<file path="src/rtl/uart_pkg.sv">
// Shared types and constants for the configurable UART transmitter.
package uart_pkg;

  typedef enum logic [2:0] {
    ST_IDLE   = 3'd0,
    ST_START  = 3'd1,
    ST_DATA   = 3'd2,
    ST_PARITY = 3'd3,
    ST_STOP   = 3'd4
  } tx_state_t;

  localparam logic [1:0] PAR_NONE = 2'b00;
  localparam logic [1:0] PAR_EVEN = 2'b01;
  localparam logic [1:0] PAR_ODD  = 2'b10;

  // Counter widths never collapse to zero bits, even for tiny ranges.
  function automatic int clog2_min1(input int n);
    return (n <= 2) ? 1 : $clog2(n);
  endfunction

endpackage

</file>
<file path="src/rtl/uart_bit_timer.sv">
// Oversample tick counter; strobes o_bit_end on the last tick of each bit period.
module uart_bit_timer
  import uart_pkg::*;
#(
  parameter int OVERSAMPLE = 16
) (
  input  logic i_clk,
  input  logic i_reset,
  input  logic i_clear,
  input  logic i_tick,
  output logic o_bit_end
);

  localparam int CW = clog2_min1(OVERSAMPLE);
  localparam logic [CW-1:0] LAST_CNT = CW'(OVERSAMPLE - 1);

  logic [CW-1:0] cnt;

  assign o_bit_end = i_tick && !i_clear && (cnt == LAST_CNT);

  always_ff @(posedge i_clk) begin
    if (i_reset || i_clear) begin
      cnt <= '0;
    end else if (i_tick) begin
      cnt <= (cnt == LAST_CNT) ? '0 : cnt + 1'b1;
    end
  end

endmodule

</file>
<file path="src/rtl/uart_tx_cfg.sv">
// UART transmitter: DATA_BITS payload LSB first, optional even/odd parity, 1 or 2 stop bits.
//
// state     | meaning
// ----------+--------------------------------------------------
// ST_IDLE   | line high, o_tx_ready=1, waiting for i_tx_start
// ST_START  | driving the start bit (0)
// ST_DATA   | shifting payload bits out, LSB first
// ST_PARITY | driving the latched parity bit
// ST_STOP   | driving one or two stop bits (1)
module uart_tx_cfg
  import uart_pkg::*;
#(
  parameter int DATA_BITS  = 8,
  parameter int OVERSAMPLE = 16
) (
  input  logic                 i_clk,
  input  logic                 i_reset,
  input  logic                 i_tick,
  input  logic                 i_tx_start,
  input  logic [DATA_BITS-1:0] i_data,
  input  logic [1:0]           i_parity_mode,
  input  logic                 i_two_stop,
  output logic                 o_tx_ready,
  output logic                 o_tx_done,
  output logic                 o_tx
);

  localparam int BW = clog2_min1(DATA_BITS);
  localparam logic [BW-1:0] LAST_BIT = BW'(DATA_BITS - 1);

  tx_state_t            state;
  logic [DATA_BITS-1:0] shreg;
  logic [BW-1:0]        bit_cnt;
  logic                 stop_cnt;
  logic                 par_bit;
  logic                 par_en;
  logic                 two_stop;
  logic                 tx_r;
  logic                 done_r;
  logic                 bit_end;

  uart_bit_timer #(.OVERSAMPLE(OVERSAMPLE)) u_bit_timer (
    .i_clk     (i_clk),
    .i_reset   (i_reset),
    .i_clear   (state == ST_IDLE),
    .i_tick    (i_tick),
    .o_bit_end (bit_end)
  );

  assign o_tx_ready = (state == ST_IDLE);
  assign o_tx_done  = done_r;
  assign o_tx       = tx_r;

  always_ff @(posedge i_clk) begin
    if (i_reset) begin
      state    <= ST_IDLE;
      shreg    <= '0;
      bit_cnt  <= '0;
      stop_cnt <= 1'b0;
      par_bit  <= 1'b0;
      par_en   <= 1'b0;
      two_stop <= 1'b0;
      tx_r     <= 1'b1;
      done_r   <= 1'b0;
    end else begin
      done_r <= 1'b0;
      case (state)
        ST_IDLE: begin
          tx_r <= 1'b1;
          if (i_tx_start) begin
            state    <= ST_START;
            tx_r     <= 1'b0;
            shreg    <= i_data;
            bit_cnt  <= '0;
            stop_cnt <= 1'b0;
            two_stop <= i_two_stop;
            par_en   <= (i_parity_mode == PAR_EVEN) || (i_parity_mode == PAR_ODD);
            par_bit  <= (i_parity_mode == PAR_ODD) ? ~^i_data : ^i_data;
          end
        end
        ST_START: begin
          if (bit_end) begin
            state <= ST_DATA;
            tx_r  <= shreg[0];
          end
        end
        ST_DATA: begin
          if (bit_end) begin
            shreg <= shreg >> 1;
            if (bit_cnt == LAST_BIT) begin
              bit_cnt <= '0;
              state   <= par_en ? ST_PARITY : ST_STOP;
              tx_r    <= par_en ? par_bit : 1'b1;
            end else begin
              bit_cnt <= bit_cnt + 1'b1;
              tx_r    <= shreg[1];
            end
          end
        end
        ST_PARITY: begin
          if (bit_end) begin
            state <= ST_STOP;
            tx_r  <= 1'b1;
          end
        end
        ST_STOP: begin
          tx_r <= 1'b1;
          if (bit_end) begin
            if (stop_cnt == two_stop) begin
              state    <= ST_IDLE;
              stop_cnt <= 1'b0;
              done_r   <= 1'b1;
            end else begin
              stop_cnt <= 1'b1;
            end
          end
        end
        default: begin
          state <= ST_IDLE;
          tx_r  <= 1'b1;
        end
      endcase
    end
  end

endmodule

</file>
<file path="config.mk">
export PLATFORM = sky130hd
export DESIGN_NAME = uart_tx_cfg
export DESIGN_NICKNAME = d
export VERILOG_FILES = /design/src/rtl/uart_pkg.sv /design/src/rtl/uart_bit_timer.sv /design/src/rtl/uart_tx_cfg.sv
export SDC_FILE = /design/constraint.sdc
export NUM_CORES = 1
export LEC_CHECK = 0
export ABC_AREA = 1
export BUFFER_PORTS_ARGS = -buffer_cell sky130_fd_sc_hd__buf_4
export CORE_ASPECT_RATIO = 0.75
export CORE_MARGIN = 1
export CORE_UTILIZATION = 38
export DETAILED_ROUTE_END_ITERATION = 7
export GPL_ROUTABILITY_DRIVEN = 0
export PLACE_DENSITY = 0.63
export SETUP_SLACK_MARGIN = 0.15
export SYNTH_ARGS = -nofsm -noshare
export SYNTH_HDL_FRONTEND = slang
export SYNTH_SLANG_ARGS = --single-unit
</file>
<file path="constraint.sdc">
create_clock -name i_clk -period 4 [get_ports i_clk]
set_input_delay 0.4 -clock i_clk [delete_from_list [all_inputs] [get_ports i_clk]]
set_output_delay 0.4 -clock i_clk [all_outputs]
set_load 0.03 [all_outputs]
</file>
==> results of run 1 <==
## final cells by class
type,count,area share [%]
Multi-Input combinational cell,142,46.4
Clock buffer,3,2.63
Timing Repair Buffer,17,8.13
Tap cell,40,3.19
Inverter,29,7.10
Clock inverter,1,1.91
Sequential cell,24,30.6
## state kept, by name, summed over array words and instances (netlist names)
name             count
two_stop             1
state                3
par_en               1
stop_cnt             1
u_bit_timer.cnt      4
o_tx_done            1
bit_cnt              3
par_bit              1
o_tx                 1
shreg                8
## power breakdown
part           leakage, nW  switching (mW)  internal [mW]
Sequential           0.197          0.0526          0.308
Combinational        0.558           0.341          0.189
Clock               0.0357          0.0785          0.134
Total                0.791           0.472          0.631
## worst max path at each step
stage,end,start,depth (start not counted)
2_1_floorplan,state[2]$_SDFFE_PP0P_,state[1]$_SDFFE_PP0P_,9
3_3_place_gp,state[0]$_SDFFE_PP0P_,state[1]$_SDFFE_PP0P_,10
3_5_place_dp,state[0]$_SDFFE_PP0P_,state[1]$_SDFFE_PP0P_,10
4_1_cts,o_tx_ready,state[1]$_SDFFE_PP0P_,4
5_1_grt,shreg[6]$_SDFFE_PP0P_,u_bit_timer.cnt[0]$_SDFFE_PP0P_,6
6_report,o_tx_ready,state[1]$_SDFFE_PP0P_,4
## layer usage
layer	GRT usage (%)	routed length, µm
met1	23.9	1580
met5	0	0
met3	4.95	152
met4	5.00	31
met2	23.9	913
## cell usage in the layout, fill, tap and decap left out, types with 2 or more instances in the layout
cell and n:
sky130_fd_sc_hd__a21oi_1 14, sky130_fd_sc_hd__buf_4 17, sky130_fd_sc_hd__clkbuf_8 3, sky130_fd_sc_hd__dfxtp_1 24
sky130_fd_sc_hd__ha_1 4, sky130_fd_sc_hd__inv_1 26, sky130_fd_sc_hd__inv_2 2, sky130_fd_sc_hd__nand2_1 46
sky130_fd_sc_hd__nand2_2 3, sky130_fd_sc_hd__nand3_1 10, sky130_fd_sc_hd__nor2_1 24, sky130_fd_sc_hd__nor2_2 3
sky130_fd_sc_hd__nor3_1 2, sky130_fd_sc_hd__o21ai_0 21, sky130_fd_sc_hd__xor2_1 3
## Yosys cell counts (all sizes together)
cell / instances / area [µm²]
nand3b: 1 / 7.51
nor2: 28 / 120
dfxtp: 24 / 480
o211a: 1 / 10.0
or2: 1 / 6.26
mux2i: 1 / 10.0
nor3: 2 / 10.0
xor2: 3 / 26.3
o21ai: 22 / 121
inv: 29 / 111
o211ai: 1 / 7.51
nand4: 2 / 18.8
a21oi: 14 / 70.1
and2: 1 / 8.76
xnor2: 1 / 8.76
buf: 2 / 16.3
clkbuf: 1 / 3.75
ha: 4 / 50.1
nand3: 10 / 50.1
nand2: 50 / 203
## stage by stage
stage | instances | util [%] | total power, mW
after CTS | 256 | 47.1 | 1.11
after global placement | 252 | 44.9 | 0.893
after detailed placement | 252 | 44.9 | 0.889
after floorplan | 198 | - | 0.781
final | 256 | 47.1 | 1.10
after global routing | 256 | 47.1 | 1.21
## cell families after synthesis
family	synth area share [%]
AOI/OAI and AO/OA	15.6
buffers and inverters	9.80
and+or+nand+nor	31.7
adders and majority gates	3.73
DFF	35.9
muxes	0.747
xor gates and xnor gates	2.61
## critical path, cell delays in order (launching register included)
cell	delay, ns
sky130_fd_sc_hd__dfxtp_1	0.36
sky130_fd_sc_hd__nor2_2	0.18
sky130_fd_sc_hd__nand2_2	0.09
sky130_fd_sc_hd__inv_1	0.13
sky130_fd_sc_hd__buf_4	0.18
==> results.md, run 1 <==
Yosys:
- The count of unique library cells instantiated by Yosys is 29.
- Synthesis handed over a netlist of 198 instances.
- Summing every instance area after synthesis gives 1340 µm².
- The number of warnings printed during yosys synthesis is 0.
- The sequential cell area fraction in the yosys report is 35.9%.
- Synthesis inferred 24 register bits.
- A synthesized cell averages 6.77 µm².
- Counting every net in the synthesized netlist gives 217.

Timing:
- On the final layout, the worst clock skew is 0.00988 ns.
- The highest achievable clock rate is 626 MHz.
- The relative max-transition margin is 69.4%.
- The final critical path takes up 39.9% of the cycle.
- For the finished layout, the period the worst path requires is 1.60 ns.
- The final count of hold timing violations is 0.
- The number of max-slew violations in the final report is 0.
- The slew of the pin with the lowest slew margin is 0.458 ns.
- Setup repair after global routing left no endpoint under its margin.
- The worst hold slack is 0.306 ns.
- The setup TNS is 0 ns.
- The worst-case setup margin in the final layout is 2.40 ns.
- Setup violations remaining at the end of the flow were counted as 0.

Die:
- The die covers 3770 µm².
- After floorplanning, the core was sized to cover 3330 µm².
- The number of primary I/O pins is 18.
- From left edge to right edge, the die measures 70.6 µm.
- The initial core utilization is 40.2%.
- The die is 53.4 µm tall.
- The floorplan has 18 rows.

Place:
- The number of buffers added on ports is 17.
- Detailed placement ended at an HPWL of 2020 µm.
- The placed instances occupy a cell area of 1500 µm².
- At the placement stage, the worst setup path has a slack of 2.51 ns.

Clock tree:
- The clock slew at the register clock pins of the worst setup and hold paths is 0.09 ns.
- Clock tree synthesis inserted a total of 3 buffers.
- The later pin in the worst-skew pair is clocked with a latency of 0.27 ns.
- TritonCTS built the clock tree.
- The clock drives 24 sinks.
- In this run the deepest clock path goes through 2 buffers.
- The hold buffer count at CTS is 0.
- CTS built an H-tree with a depth of 1.
- Buffers added to address setup during post-CTS repair amount to 0.
- The cell sitting at the root of the clock tree is a sky130_fd_sc_hd__clkbuf_8.
- Post-CTS repair changed the size of 0 cells.

Setup path:
- The critical path class is flop to output port.
- The number of cells on the worst reg-to-reg path is 9.
- The largest fanout on the critical path is 5.
- The beginning of the worst register-to-register path is state[2]$_SDFFE_PP0P_.
- At the worst endpoint, the arrival time is 1.20 ns.
- The worst setup path is launched from a flop.
- The endpoint required time on the critical path is 3.60 ns.
- The worst setup path is captured at an output port.
- Across all register-to-register paths, the minimum setup slack is 2.48 ns.
- The endpoint of the most critical register-to-register path is state[0]$_SDFFE_PP0P_.

Global routing:
- The number of antenna violations at the first check in global routing is 0.
- The total overflow left after global routing is 0.
- The global-route wire length before repair is 4800 µm.
- Across every metal layer, demand over resource in global routing totals 16.7%.
- The via count of the first global-routing pass is 1,051.
- The largest net degree at the start of global routing is 19.

Route:
- After detailed routing, the average wire length per cell comes to 10.5 µm.
- The post-detailed-route DRC marker count is 6.
- The length of the first detailed-routing pass in iterations is 6.
- For this block, the via count after detailed routing is 1,173.
- In this run the remaining antenna-violating nets after routing total 0.
- The detailed router finished its first iteration with 79 violations.
- The wire length reported by the detailed router is 2680 µm.
- After detailed routing, the number of vias per cell comes to 4.58.

Layout:
- The fraction of layout instances using a drive strength above 1 is 16.7%.
- The sequential cell area is 480 µm².
- The final antenna diode count is 0.
- After filler insertion, the fill cell instance count of the layout stands at 354.
- The area of the multi-input gates is 728 µm².
- Relative to the synthesized area, the layout overhead comes to 17.1%.
- The final layout contains 236 nets.
- After routing the design area is 1570 µm².

Pwr:
- IR analysis of the VDD net gives a maximum drop of 360 µV.
- Dividing total power by cell area gives a power density of 703 nW/µm².
- The leakage component of the power is 0.791 nW.

Min path:
- For hold timing, the worst endpoint is shreg[7]$_SDFFE_PP0P_.
- The critical hold path startpoint is i_reset.
- The class of the tightest hold or removal check is primary input to flop.
- The worst hold path was traced through 2 stages.

Run status:
- The flow ran to the end, but the final reports show violations.
- The checks that failed: DRC.

Flow run:
- The tool flagged a number of max-cap violations equal to 0.
No activity file was read; power rests on OpenSTA's default activity.
==> run 2: changes to the inputs <==
==> constraint.sdc (replaced) <==
create_clock -name i_clk -period 1.6 [get_ports i_clk]
set_input_delay 0.16 -clock i_clk [delete_from_list [all_inputs] [get_ports i_clk]]
set_output_delay 0.16 -clock i_clk [all_outputs]
set_load 0.03 [all_outputs]
==> run 2 against run 1 <==
Against the previous run: the run still ends with DRC left; clock skew shrank 0.0082 ns; combinational power rose to 2.8 times the previous value; clock power increased by 61%; setup slack worse by 2.2 ns; first-iteration DRC count is 34% lower; non-clock buffer count up 4; die area is the same; critical endpoint is now shreg[0]$_SDFFE_PP0P_.
==> results.md, run 2 (synthesis gave the netlist of run 1 again) <==
Run status:
- The flow ran to the end, but the final reports show violations.
- The checks that failed: DRC.

Clock tree:
- The number of buffers inserted during clock tree synthesis is 3.
- The clock drives 24 sinks.
- The CTS H-tree depth is 1.
- The clock slew at the register clock pins of the worst setup and hold paths is 0.08 ns.
- No sink is reached through more buffers than the 2 on the longest clock path.
- The TritonCTS clock tree is built.
- The clock tree root buffer cell is sky130_fd_sc_hd__clkbuf_8.
- The later pin in the worst-skew pair is clocked with a latency of 0.26 ns.

Route:
- The post-detailed-route DRC marker count is 6.
- In this run, the number of DRC markers left after iteration 0 of detailed routing was 52.
- In this run the remaining antenna-violating nets after routing total 0.
- The total via count after detailed routing is 1,230.
- The first detailed-routing pass ran for 6 iterations.
- The average wire per cell in the routed design is 10.6 µm.
- The wire length reported by the detailed router is 2750 µm.
- In the routed layout, each cell is associated on average with a via count of 4.75.

Layout:
- The final net count is 240.
- The layout overhead on the synthesized area is 21.5%.
- The largest registers in the layout are shreg: 8 flops, u_bit_timer.cnt: 4 flops.
- The register with the most flip-flops in the final layout is shreg.
- Cells fill 48.8% of the core in the end.
- The number of standard cells in the final layout excluding fillers is 259.
- In the final layout, the share of cells above drive strength 1 is 23.3%.
- Leaving out fill and tap cells, the most frequent cells in the layout are 45 x sky130_fd_sc_hd__nand2_1, 25 x sky130_fd_sc_hd__inv_1, 23 x sky130_fd_sc_hd__nor2_1.
- Summing all non-filler instances in the final layout gives an area of 1630 µm².
- The final antenna diode count is 0.
- The library cell used most frequently in the layout, excluding fill and tap cells, is sky130_fd_sc_hd__nand2_1.
- The register with the most flip-flops in the layout has 8 of them.

Pwr:
- The completed layout was analyzed and its total power is 2.73 mW.
- In this run switching power makes up 44.1% of total power.
- Combinational logic burns 53.7% of the power.
- IR analysis of the VDD net gives a maximum drop of 693 µV.
- For this design the static power due to leakage is 0.781 nW.
- The internal cell power is 1.52 mW.
- Of the total power, the clock network draws 12.5%.
- The power share of the sequential group is 33.8%.
- The net switching component of the power is 1.20 mW.
- Dividing total power by cell area gives a power density of 1680 nW/µm².

Setup path:
- STA classifies the critical path endpoint as a flop.
- The worst register-to-register path has a setup slack of 0.23 ns.
- In this run the worst path has a maximum fanout of 5.
- The signal arrival time at the worst endpoint is 1.56 ns.
- The highest cell delay on the worst timing path is 0.38 ns.
- Broken down by cell family, the worst path's largest delay share belongs to simple AND/OR/NAND/NOR gates.
- The critical path class is flop to flop.
- The slowest cell on the critical path is sky130_fd_sc_hd__dfxtp_2.
- The endpoint required time on the critical path is 1.79 ns.
- The number of buffers and inverters on the critical path is 2.
- The signal on the critical path passes through inv_1 > nor2_2 > nand2_4 > o21ai_4 > buf_4 > o21ai_0 > nor2_1.
- The startpoint type of the worst setup path is a flop.

Place:
- Including well taps, the total number of placed cells is 254.
- After detailed placement, the total cell area comes to 1510 µm².
- The count of buffers added on input and output ports is 17.
- The half-perimeter wire length after detailed placement is 2030 µm.

Die:
- From bottom edge to top edge, the die measures 53.4 µm.
- The region available for standard cell placement spans 3330 µm².
- After floorplanning, the core was divided into 18 placement rows.
- The die is 70.6 µm wide.
- The initial utilization of the core area, before any placement, comes to 40.2%.
- Pin placement for this block handled 18 I/O pins.
- The floorplan step defined a die boundary enclosing 3770 µm².

Timing:
- Setup repair after global routing left no endpoint under its margin.
- On the final layout, the worst clock skew is 0.00167 ns.
- The worst pin sits at a relative slew slack of 69.5%.
- The ratio of final minimum period to clock period is 85.6%.
- Setup violations remaining at the end of the flow were counted as 0.
- The slew of the pin with the lowest slew margin is 0.458 ns.
- The final count of hold timing violations came to 0.
- The setup TNS is 0 ns.
- The clock period could shrink to 1.37 ns.
- The number of max-slew violations in the final report is 0.
- Based on the critical path, the design can be clocked at up to 730 MHz.

Min path:
- The class of the tightest hold or removal check is primary input to flop.

Global routing:
- The first global-routing pass estimated 4560 µm of wire.
- The largest net degree at the start of global routing is 19.
- The overall track demand over capacity in global routing is 15.7%.
- After global routing the overflow that remains totals 0.
- The number of antenna violations at the first check in global routing is 0.
- The via count of the first global-routing pass is 1,081.

Flow run:
- Across the run, the number of max-cap violations was 0.
## run 2: changes by cell type in the layout (fill, tap and decap cells not counted), sizes merged
cell / before / now
buf: 17 / 21
bufinv: 1 / 0
## run 2: per-layer routing
| layer | wire length [µm] | vias to the layer above | global-route usage [%] |
|---|---|---|---|
| met5 | 0 | - | 0 |
| met4 | 12 | 0 | 2.00 |
| met3 | 127 | 2 | 4.57 |
| met2 | 1100 | 23 | 25.2 |
| met1 | 1510 | 533 | 21.5 |
| li1 | - | 672 | - |
## run 2: power by group through the flow
stage,Clock (mW),Sequential [mW],Combinational (mW)
after floorplan,0,0.901,1.05
after global placement,0,0.908,1.36
after detailed placement,0,0.911,1.35
after CTS,0.357,0.905,1.36
after global routing,0.372,0.943,1.67
final,0.342,0.923,1.46
## run 2: per-stage QoR
| stage | setup slack [ns] | hold slack, ns |
|---|---|---|
| floorplan | 0.208 | 0.229 |
| global placement | 0.162 | 0.355 |
| detailed placement | 0.125 | 0.353 |
| CTS | 0.158 | 0.0771 |
| global route | 0.142 | 0.0802 |
| finish | 0.230 | 0.0814 |
## run 2: cell type report
type / instances / area, µm²
multi-input combinational: 142 / 774
clock buffer: 3 / 41.3
inverter: 29 / 116
timing repair buffer: 21 / 158
sequential: 24 / 488
fill: 327 / 1710
tap: 40 / 50.0
## run 2: repair_timing
| item | CTS | global route |
|---|---|---|
| pin swaps | 1 | 4 |
| setup endpoints to repair | 4 | 13 |
| resized for setup | 4 | 15 |
| endpoints found under the hold margin | 0 | 0 |
| hold buffers | 0 | 0 |
| setup buffers | 0 | 2 |
## run 2: worst register-to-register path: stages, from the launching register on
cell and delay, ns:
sky130_fd_sc_hd__dfxtp_2 0.38, sky130_fd_sc_hd__inv_1 0.06, sky130_fd_sc_hd__nor2_2 0.14, sky130_fd_sc_hd__nand2_4 0.11, sky130_fd_sc_hd__o21ai_4 0.21, sky130_fd_sc_hd__buf_4 0.16, sky130_fd_sc_hd__o21ai_0 0.09, sky130_fd_sc_hd__nor2_1 0.16
## run 2: final timing paths
check / depth (start not counted) / startpoint / end
setup / recovery: 7 / state[1]$_SDFFE_PP0P_ / shreg[0]$_SDFFE_PP0P_
hold / removal: 2 / i_reset / shreg[7]$_SDFFE_PP0P_
setup reg to reg: 7 / state[1]$_SDFFE_PP0P_ / shreg[0]$_SDFFE_PP0P_
hold reg to reg: 2 / shreg[6]$_SDFFE_PP0P_ / shreg[6]$_SDFFE_PP0P_
